<file path="src/rtl/eth_pkg.sv">
// Shared Ethernet transmit/receive definitions.
// Holds the framer state encoding, the fixed line bytes (preamble, SFD), the reflected
// CRC-32 constants and a helper that picks one complemented FCS byte out of the CRC register.
package eth_pkg;

  // State names describe the byte currently presented on tx_data.
  typedef enum logic [2:0] {
    StIdle,
    StPreamble,
    StSfd,
    StPayload,
    StPad,
    StFcs,
    StIfg
  } tx_state_t;

  localparam logic [7:0]  PREAMBLE_BYTE   = 8'h55;
  localparam logic [7:0]  SFD_BYTE        = 8'hD5;
  localparam int unsigned PREAMBLE_LEN    = 7;

  localparam logic [31:0] CRC32_POLY_REFL = 32'hEDB88320;
  localparam logic [31:0] CRC32_INIT      = 32'hFFFFFFFF;

  // FCS goes out least-significant byte first, each byte complemented.
  function automatic logic [7:0] fcs_byte(input logic [31:0] crc, input logic [1:0] idx);
    return ~crc[{idx, 3'b000} +: 8];
  endfunction

endpackage

</file>
<file path="src/rtl/crc32_d8.sv">
// Combinational byte-wide reflected CRC-32 step, shared by the transmit framer and the
// receive-side FCS checker.
// Ports:
//   crc_in  [31:0] current CRC register value
//   data    [7:0]  byte to fold in, processed LSB first
//   crc_out [31:0] CRC register value after the byte
module crc32_d8
  import eth_pkg::*;
(
  input  logic [31:0] crc_in,
  input  logic [7:0]  data,
  output logic [31:0] crc_out
);

  always_comb begin
    crc_out = crc_in;
    for (int i = 0; i < 8; i++) begin
      if (crc_out[0] ^ data[i]) begin
        crc_out = (crc_out >> 1) ^ CRC32_POLY_REFL;
      end else begin
        crc_out = crc_out >> 1;
      end
    end
  end

endmodule

</file>
<file path="src/rtl/fcs_tx_framer.sv">
// Transmit-side Ethernet framer. Wraps an upstream frame byte stream (DA through end of
// payload) with preamble and SFD, zero-pads short frames to MIN_PAYLOAD, appends the CRC-32
// FCS and enforces an inter-frame gap of IFG_BYTES idle cycles.
// Ports:
//   clk, reset      clock; asynchronous active-high reset
//   data_in         frame byte, qualified by in_valid / start_of_frame / end_of_frame
//   in_ready        byte accepted on an edge where in_valid && in_ready (combinational)
//   tx_data         registered output byte, valid when tx_valid
//   tx_start        registered, high with the first preamble byte
//   tx_end          registered, high with the last FCS byte
//   busy            high in every state except idle
module fcs_tx_framer
  import eth_pkg::*;
#(
  parameter int unsigned MIN_PAYLOAD = 60,
  parameter int unsigned IFG_BYTES   = 12
) (
  input  logic       clk,
  input  logic       reset,
  input  logic [7:0] data_in,
  input  logic       in_valid,
  input  logic       start_of_frame,
  input  logic       end_of_frame,
  output logic       in_ready,
  output logic [7:0] tx_data,
  output logic       tx_valid,
  output logic       tx_start,
  output logic       tx_end,
  output logic       busy
);

  localparam logic [10:0] MinCount = (MIN_PAYLOAD > 2047) ? 11'h7FF : 11'(MIN_PAYLOAD);
  localparam logic [15:0] IfgLen   = 16'(IFG_BYTES);

  tx_state_t   r_state, w_state;
  logic [15:0] r_cnt, w_cnt;        // preamble / FCS / IFG position
  logic [10:0] r_count, w_count;    // bytes between SFD and FCS, saturating
  logic [31:0] r_crc, w_crc, w_crc_next;
  logic        r_last, w_last;      // end_of_frame byte already accepted
  logic [7:0]  r_tx_data, w_tx_data;
  logic        r_tx_valid, w_tx_valid;
  logic        r_tx_start, w_tx_start;
  logic        r_tx_end, w_tx_end;
  logic        w_ready, w_accept, w_pad_emit, w_byte_emit;
  logic [7:0]  w_crc_byte;

  always_comb begin
    w_ready = 1'b0;
    case (r_state)
      // A stray non-SOF byte in idle is taken and dropped; the SOF byte is held upstream.
      StIdle:    w_ready = in_valid && !start_of_frame;
      StSfd:     w_ready = 1'b1;
      StPayload: w_ready = !r_last;
      default:   w_ready = 1'b0;
    endcase
    if (reset) w_ready = 1'b0;
  end

  assign in_ready = w_ready;
  assign w_accept = in_valid && w_ready;

  assign w_pad_emit  = ((r_state == StPayload && r_last) || r_state == StPad) &&
                       (r_count < MinCount);
  assign w_byte_emit = w_pad_emit || (w_accept && (r_state == StSfd || r_state == StPayload));
  assign w_crc_byte  = w_pad_emit ? 8'h00 : data_in;

  crc32_d8 u_crc32_d8 (
    .crc_in  (r_crc),
    .data    (w_crc_byte),
    .crc_out (w_crc_next)
  );

  always_comb begin
    w_state    = r_state;
    w_cnt      = r_cnt;
    w_count    = r_count;
    w_crc      = r_crc;
    w_last     = r_last;
    w_tx_data  = 8'h00;
    w_tx_valid = 1'b0;
    w_tx_start = 1'b0;
    w_tx_end   = 1'b0;

    // Payload and pad bytes share one path: emit next cycle and fold into the CRC.
    if (w_byte_emit) begin
      w_crc      = w_crc_next;
      w_tx_data  = w_crc_byte;
      w_tx_valid = 1'b1;
      if (r_count != 11'h7FF) w_count = r_count + 11'd1;
    end

    case (r_state)
      StIdle: begin
        if (in_valid && start_of_frame) begin
          w_state    = StPreamble;
          w_cnt      = 16'd1;
          w_count    = 11'd0;
          w_crc      = CRC32_INIT;
          w_last     = 1'b0;
          w_tx_data  = PREAMBLE_BYTE;
          w_tx_valid = 1'b1;
          w_tx_start = 1'b1;
        end
      end
      StPreamble: begin
        w_tx_valid = 1'b1;
        if (r_cnt == 16'(PREAMBLE_LEN)) begin
          w_state   = StSfd;
          w_tx_data = SFD_BYTE;
        end else begin
          w_tx_data = PREAMBLE_BYTE;
          w_cnt     = r_cnt + 16'd1;
        end
      end
      StSfd: begin
        w_state = StPayload;
        if (w_accept) w_last = end_of_frame;
      end
      StPayload: begin
        if (!r_last) begin
          if (w_accept) w_last = end_of_frame;
        end else if (w_pad_emit) begin
          w_state = StPad;
        end else begin
          w_state    = StFcs;
          w_tx_data  = fcs_byte(r_crc, 2'd0);
          w_tx_valid = 1'b1;
          w_cnt      = 16'd1;
        end
      end
      StPad: begin
        if (!w_pad_emit) begin
          w_state    = StFcs;
          w_tx_data  = fcs_byte(r_crc, 2'd0);
          w_tx_valid = 1'b1;
          w_cnt      = 16'd1;
        end
      end
      StFcs: begin
        if (r_cnt == 16'd4) begin
          w_state = (IFG_BYTES == 0) ? StIdle : StIfg;
          w_cnt   = 16'd1;
        end else begin
          w_tx_data  = fcs_byte(r_crc, r_cnt[1:0]);
          w_tx_valid = 1'b1;
          w_tx_end   = (r_cnt == 16'd3);
          w_cnt      = r_cnt + 16'd1;
        end
      end
      StIfg: begin
        if (r_cnt >= IfgLen) w_state = StIdle;
        else                 w_cnt   = r_cnt + 16'd1;
      end
      default: w_state = StIdle;
    endcase
  end

  always_ff @(posedge clk or posedge reset) begin
    if (reset) begin
      r_state    <= StIdle;
      r_cnt      <= 16'd0;
      r_count    <= 11'd0;
      r_crc      <= CRC32_INIT;
      r_last     <= 1'b0;
      r_tx_data  <= 8'h00;
      r_tx_valid <= 1'b0;
      r_tx_start <= 1'b0;
      r_tx_end   <= 1'b0;
    end else begin
      r_state    <= w_state;
      r_cnt      <= w_cnt;
      r_count    <= w_count;
      r_crc      <= w_crc;
      r_last     <= w_last;
      r_tx_data  <= w_tx_data;
      r_tx_valid <= w_tx_valid;
      r_tx_start <= w_tx_start;
      r_tx_end   <= w_tx_end;
    end
  end

  assign tx_data  = r_tx_data;
  assign tx_valid = r_tx_valid;
  assign tx_start = r_tx_start;
  assign tx_end   = r_tx_end;
  assign busy     = (r_state != StIdle);

endmodule

</file>
<file path="config.mk">
export PLATFORM = sky130hd
export DESIGN_NAME = fcs_tx_framer
export DESIGN_NICKNAME = d
export VERILOG_FILES = /design/src/rtl/eth_pkg.sv /design/src/rtl/crc32_d8.sv /design/src/rtl/fcs_tx_framer.sv
export SDC_FILE = /design/constraint.sdc
export NUM_CORES = 1
export LEC_CHECK = 0
export ABC_AREA = 1
export BUFFER_PORTS_ARGS = -buffer_cell sky130_fd_sc_hd__buf_2
export CORE_MARGIN = 5
export CORE_UTILIZATION = 61
export DETAILED_ROUTE_END_ITERATION = 7
export PLACE_DENSITY = 0.79
export SLEW_MARGIN = 20
export SYNTH_ARGS = -nofsm -noshare
export SYNTH_HDL_FRONTEND = slang
export SYNTH_HIERARCHICAL = 1
export SYNTH_SLANG_ARGS = --single-unit
</file>
<file path="constraint.sdc">
create_clock -name clk -period 5.1 [get_ports clk]
set_input_delay 0.255 -clock clk [delete_from_list [all_inputs] [get_ports clk]]
set_output_delay 0.255 -clock clk [all_outputs]
set_load 0.01 [all_outputs]
</file>
==> out/results.tsv, run 1 <==
metric	value	unit
Max Clk Rate	0.342	GHz
Net Switching	1.99	mW
number of flops mapped to enable cells by yosys	0	
element type at the critical path end	register	
setup bufs post-CTS	0	
Mapped Area	5830	µm²
Clock power frac	13.2	%
IO Pins	26	
Final ANT Viol Nets	0	
Tot GR Track Use	26.3	%
Yosys cell types	50	
drt drc	0	
Setup-failing EPs final	0	
R2R Path Start	r_state[0]	
CP max stage cell	a21boi_0	
Die Width	108	µm
CP bufs+invs	0	
clock sink count	74	
DR vias	5371	
# port buffers	25	
combinational cell fraction of total power	58.3	%
Synth Area in Simple Gates	37.2	%
switching share of power	50.6	%
Post-Synthesis Mean Instance Area	7.07	µm²
fraction of layout cells with a size suffix above 1	18.1	%
r2r setup slk	2.18	ns
Ys Warns	6	
Synth Area in XOR/XNOR	10.8	%
top_reg_cell synth	dfrtp_1	
Worst Setup SP	r_state[0]	
Leakage	3.12	nW
Row Count	35	
Max stage delay on crit path	0.58	ns
Nets	853	
Critical Path RT	5.39	ns
Vias per Instance	5.53	
mux cell area share after synthesis	0	%
Pint	1.94	mW
Top Family by Delay on Critical Path	simple AND/OR/NAND/NOR gates	
CTS resizes	0	
first-pass GRT wire length	24.5	mm
total grt overflow	0	
Seq/Total Area, Yosys	32.5	%
Final Max Slew Viols	0	
r2r worst-path depth	13	
CTS tree	done	
antenna violations before repair	0	
top cell type's share of synthesized area	18.0	%
Tmin final	2.92	ns
critical path class	register to register	
WP data arrival	3.21	ns
setup repair after global routing missed its margin	false	
Cell Count, Final, Fillers Out	971	
Root Driver	clkbuf_8	
Setup TNS Final	0	ns
Final Wtd Congestion	0.949	
Worst Setup Start Kind	register	
Worst Hold Class	input pin to async pin	
Die ar.	11600	µm²
CTS buffer count	9	
Placed Cells	955	
Setup crit end	r_crc[7]	
Synth area leaders	dfrtp_1 18%, nand2_1 17%, dfstp_2 14%	
Hold-fix buffers, CTS	0	
Max VDD drop	0.352	mV
Total Wirelength	14.8	mm
Initial DRC Count	422	
Gate Count Post-Synth	824	
Clock Pin Slew Worst Setup and Hold Paths	0.09	ns
biggest area consumer among synthesized cells	dfrtp_1	
vias in the first global route	5093	
WL/cell	15.2	µm
WP depth	13	
Yosys reg bits	74	
largest net degree at the start of global routing	76	
htree depth	3	
Async SR Flop Fraction	100	%
Initial Util	62.7	%
drt first pass iters	5	
Rel. slew slack	36.4	%
largest family of logic cells by synthesized area	simple AND/OR/NAND/NOR gates	
final hold vios	0	
core box area	9280	µm²
sequential power share	28.5	%
status	completed	
worst skew pair latency	0.36	ns
final period utilization	57.3	%
# diodes	0	
Max-Cap Viols	0	
clk_skew	0.0161	ns
Clock Path Buffers	2	
worst-path fanout max	11	
Power per Cell Area	636	nW/µm²
die span in y	108	µm
Worst-Margin Slew	0.954	ns
Layout area overhead	6.01	%
Post-Synth Adder-Cell Area	0.644	%
critical path, cell by cell	nor2_1 > nand2_1 > nand2_2 > a21boi_0 > nand2_1 > nand2_4 > nand2_4 > nand2_2 > nand2_2 > nand2_4 > xor2_1 > nand2_1 > nand3_1	
Compound-Gate Fraction of Synth Area	9.77	%
Reg-to-Reg End	r_crc[7]	
DP HPWL	10.5	mm
syn nets	840	
-- Yosys cell counts (all sizes together), types with 2 or more instances --
library cell / number
buf: 19
nor2: 56
nand4: 11
o221ai: 3
clkinv: 4
o21ai: 39
nor3: 13
a31o: 2
nand3b: 2
a21boi: 5
xnor2: 13
clkbuf: 7
dfstp: 32
xor2: 53
nand3: 79
dfrtp: 42
or2: 2
o211ai: 14
a21oi: 24
inv: 90
nand2: 302
ha: 3
-- how the worst min path moves through the flow --
stage / from / to / cells after the start / slack (ns)
2_1_floorplan: in_valid / r_count[5] / 3 / 0.47
3_3_place_gp: r_crc[10] / r_crc[10] / 2 / 0.49
3_5_place_dp: r_crc[18] / r_crc[18] / 2 / 0.49
4_1_cts: reset / r_last / 3 / 0.24
5_1_grt: reset / r_last / 3 / 0.31
6_report: reset / tx_data[0] / 3 / 0.21
-- per-layer routing --
metal  GRT usage (%)  up-vias  part of all wire [%]
met5               0        -                     0
met4            10.6        0                   2.1
met2            43.9      181                    49
met3            3.30       27                   6.0
li1                -     2651                     -
met1            34.6     2512                    43
-- logic make-up (layout without fill, tap and decap cells) --
| logic type | Yosys count | count (layout) |
|---|---|---|
| AO/OA/AOI/OAI | 93 | 93 |
| flip-flops | 74 | 74 |
| adder cells (fa/ha/maj) | 3 | 3 |
| AND/OR/NAND/NOR | 468 | 468 |
| XOR/XNOR | 66 | 66 |
| buffers and inverters | 120 | 138 |
-- power groups by stage --
stage	Clock, mW	Sequential [mW]	Combinational (mW)
2_1_floorplan	0	1.03	1.89
3_3_place_gp	0	1.11	2.19
3_5_place_dp	0	1.12	2.24
4_1_cts	0.526	1.11	2.26
5_1_grt	0.546	1.15	2.52
6_report	0.518	1.12	2.29
-- per-stage QoR --
step	power (mW)	hold slack (ns)	util (%)	setup WS (ns)	instance area, µm²
6_report	3.93	0.214	66.5	2.18	6180
5_1_grt	4.21	0.308	66.5	2.00	6180
4_1_cts	3.89	0.236	66.5	2.30	6180
3_5_place_dp	3.36	0.492	64.2	2.32	5960
3_3_place_gp	3.30	0.488	64.2	2.42	5960
2_1_floorplan	2.91	0.473	-	2.37	5830
-- cell usage in the layout (no fill, tap or decap), drive strengths merged --
cell type,netlist,layout
o21ai,39,39
dfrtp,42,42
a31o,2,2
nor4,1,1
nor2,56,56
or2,2,2
nand2,302,302
a211oi,1,1
o2111ai,1,1
nand2b,1,1
o221ai,3,3
nand4,11,11
and3,1,1
xor2,53,53
nand3,79,79
clkbuf,7,10
inv,90,90
o31ai,1,1
bufinv,0,2
ha,3,3
dfstp,32,32
clkinv,4,8
o21bai,1,1
o211ai,14,14
nand3b,2,2
a21boi,5,5
a21oi,24,24
a21o,1,1
buf,19,28
xnor2,13,13
nor3,13,13
a31oi,1,1
-- area by class of cell --
cell class,instances,area [µm²]
Inverter,94,353
Sequential cell,74,1890
Tap cell,129,161
Clock buffer,10,138
Fill cell,815,3110
Multi-Input combinational cell,630,3400
Timing Repair Buffer,28,148
Clock inverter,6,80.1
-- worst min-delay path, stage by stage --
cell,delay (ns)
buf_2,0.11
inv_2,0.05
buf_4,0.73
-- flip-flops by register name (all words and copies together) (netlist names) --
| name | count |
|---|---|
| r_cnt | 16 |
| r_crc | 32 |
| r_state | 3 |
| r_last | 1 |
| tx_data | 8 |
| r_count | 11 |
| tx_start | 1 |
| tx_valid | 1 |
| tx_end | 1 |
No activity file was read; power rests on OpenSTA's default activity.
==> run 2: changes to the inputs <==
--- a/config.mk
+++ b/config.mk
@@ -5,7 +5,7 @@
 export SDC_FILE = /design/constraint.sdc
 export NUM_CORES = 1
 export LEC_CHECK = 0
-export ABC_AREA = 1
+export ABC_AREA = 0
 export BUFFER_PORTS_ARGS = -buffer_cell sky130_fd_sc_hd__buf_2
 export CORE_MARGIN = 5
 export CORE_UTILIZATION = 61
==> constraint.sdc (replaced) <==
create_clock -name clk -period 2.9 [get_ports clk]
set_input_delay 0.145 -clock clk [delete_from_list [all_inputs] [get_ports clk]]
set_output_delay 0.145 -clock clk [all_outputs]
set_load 0.01 [all_outputs]
==> run 2 against run 1 <==
Net effect:
- critical path depth shrank 1
- non-clock buffer count grew 52
- first-iteration DRC count is 14% lower
- area after synthesis is 15% lower
- utilization increased by 7.9 points
- clock power is 95% higher
- flip-flop and latch count unchanged
- the flow now finishes with violations (setup timing)
- synthesized cell count fell by 37%
- worst hold slack got worse by 0.15 ns
- highest routed layer unchanged
==> out/results.tsv, run 2 <==
metric	value	unit
Async SR Flop Fraction	100	%
Yosys cell types	74	
final period utilization	104	%
element type at the critical path end	register	
syn nets	533	
Tot GR Track Use	26.8	%
CP max stage cell	or4_4	
Pwr Total	9.53	mW
final hold slack	0.0642	ns
Worst Hold Class	input pin to register	
largest net degree at the start of global routing	34	
PnR worst setup slack	-0.115	ns
Gate Count Post-Synth	517	
CP dominant cell by count	xor2_4	
Final Max Slew Viols	0	
Die Width	100	µm
htree depth	3	
Critical Path RT	3.20	ns
Total Wirelength	13.6	mm
worst skew pair latency	0.36	ns
Max stage delay on crit path	0.55	ns
worst-path fanout max	7	
antenna violations before repair	0	
Clock Pin Slew Worst Setup and Hold Paths	0.09	ns
Max-Cap Viols	0	
clock sink count	74	
Rel. slew slack	46.6	%
fraction of layout cells with a size suffix above 1	32.8	%
Layout area overhead	21.1	%
top cell type's share of synthesized area	21.1	%
CTS tree	done	
DR vias	4329	
vias in the first global route	4253	
Row Count	33	
# port buffers	25	
Max VDD drop	1.14	mV
die span in y	100	µm
sequential power share	20.3	%
Leakage	2.59	nW
setup repair after global routing missed its margin	true	
Final ANT Viol Nets	0	
# diodes	0	
clk_skew	0.0120	ns
first-pass GRT wire length	21.3	mm
Mapped Area	4970	µm²
Net Switching	4.12	mW
Tmin final	3.01	ns
top_reg_cell synth	dfrtp_1	
Final Wtd Congestion	0.904	
Synth area leaders	dfrtp_1 21%, dfstp_2 17%, xnor2_1 7.6%	
Filler cells	514	
cell with the most instances after synthesis	nand2_1	
number of flops mapped to enable cells by yosys	0	
combinational cell fraction of total power	69.1	%
Yosys reg bits	74	
Pint	5.41	mW
total grt overflow	0	
DP HPWL	8.58	mm
Setup TNS Final	-0.246	ns
Clock Path Buffers	2	
critical path class	register to register	
Root Driver	clkbuf_8	
Clock power frac	10.6	%
Largest register FFs	32	
WL/cell	19.8	µm
biggest registers after layout	r_crc (32), r_cnt (16), r_count (11)	
Power per Cell Area	1580	nW/µm²
CTS buffer count	9	
core box area	8090	µm²
commonest non-fill, non-tap cell in the layout	nand2_1	
final hold vios	0	
Nets	590	
status	finished with violations	
highest-count cells in the layout ignoring fill and taps	83 x nand2_1, 47 x buf_4, 42 x nand3_1, 42 x dfrtp_1	
Setup-failing EPs final	5	
Post-synth top cells	83 x nand2_1, 45 x nand3_1, 43 x xnor2_1, 42 x dfrtp_1, 32 x dfstp_2	
drt first pass iters	6	
Seq/Total Area, Yosys	38.0	%
Max Clk Rate	0.332	GHz
IO Pins	26	
Vias per Instance	6.33	
Initial DRC Count	362	
drt drc	0	
Die ar.	10100	µm²
biggest area consumer among synthesized cells	dfrtp_1	
Initial Util	61.5	%
Worst-Margin Slew	0.800	ns
Post-Synthesis Mean Instance Area	9.62	µm²
critical path, cell by cell	or4_4 > a2111oi_4 > clkbuf_16 > buf_6 > nor2b_1 > xor2_2 > buf_4 > xor2_4 > xor2_4 > xor2_1 > nand2_1 > nand3_1	
switching share of power	43.3	%
Worst Setup Start Kind	register	
Biggest register	r_crc	
CP bufs+invs	3	
failing checks	setup timing	
Ys Warns	6	
Top Family by Delay on Critical Path	XOR/XNOR gates	
WP data arrival	3.31	ns
[run 2: changes by cell type after synthesis, sizes merged, moves of 11 or more]
cell	delta
inv	-77
nor2b	+11
xnor2	+36
xor2	-34
o21ai	-21
nand3	-34
nand2	-218
o211ai	-11
nor2	-36
clkbuf	+17
[run 2: cell type report]
type | instances | area (µm²) | area share (%)
inverter | 14 | 52.6 | 0.872
tap | 105 | 131 | 2.18
timing repair buffer | 80 | 593 | 9.84
sequential | 74 | 1890 | 31.4
clock buffer | 9 | 124 | 2.06
clock inverter | 7 | 125 | 2.08
multi-input combinational | 395 | 3110 | 51.6
[run 2: metal layers]
metal,up-vias,part of all wire [%],global-route usage [%]
li1,1967,-,-
met1,2150,41,35.9
met2,176,49,43.4
met3,36,6.8,6.39
met4,0,2.8,7.77
met5,-,0,0
[run 2: logic make-up after synthesis]
kind of cell / synth area share (%)
DFF: 38.0
AOI/OAI and AO/OA: 14.9
xor gates and xnor gates: 15.6
and+or+nand+nor: 21.3
adders and majority gates: 0.755
buffers and inverters: 4.80
muxes: 4.65
[run 2: worst paths after layout]
path                            slack [ns]         to  cells after the start         start
worst max-delay path                 -0.11  r_crc[27]                     12    r_count[9]
worst min-delay path                  0.06     r_last                      3  end_of_frame
worst max register to register       -0.11  r_crc[27]                     12    r_count[9]
worst min register to register        0.51  r_crc[30]                      2     r_crc[30]
max in group asynchronous             1.68  r_crc[12]                      4         reset
min in group asynchronous             0.39     r_last                      3         reset
[run 2: per-stage QoR]
step	std cells	area (µm²)	setup WS, ns	utilization (%)
floorplan	517	5040	-0.240	-
global placement	648	5390	-0.0587	66.6
detailed placement	648	5390	-0.158	66.6
CTS	676	5740	0.00146	70.9
global route	684	6030	-0.178	74.5
finish	684	6030	-0.115	74.5
[run 2: power groups by stage]
stage                     sequential (mW)  combinational (mW)  clock, mW
after detailed placement             1.91                5.21          0
after global routing                 1.97                6.99       1.07
after CTS                            1.89                5.45       1.02
after floorplan                      1.79                4.17          0
after global placement               1.89                5.13          0
final                                1.93                6.59       1.01
[run 2: worst register-to-register path: cells and delay by family (launching register included)]
family | cells | cell delay, ns
AND/OR/NAND/NOR | 4 | 0.86
XOR/XNOR | 4 | 0.92
AO/OA/AOI/OAI | 1 | 0.27
flip-flops | 1 | 0.39
buffers and inverters | 3 | 0.51
[run 2: what timing repair did]
| item | 4_1_cts | 5_1_grt |
|---|---|---|
| gates resized for setup | 1 | 34 |
| setup endpoints to repair | 9 | 15 |
| setup buffers | 11 | 8 |
| pin swaps | 7 | 14 |
| hold buffers | 1 | 0 |
| endpoints found under the hold margin | 20 | 0 |
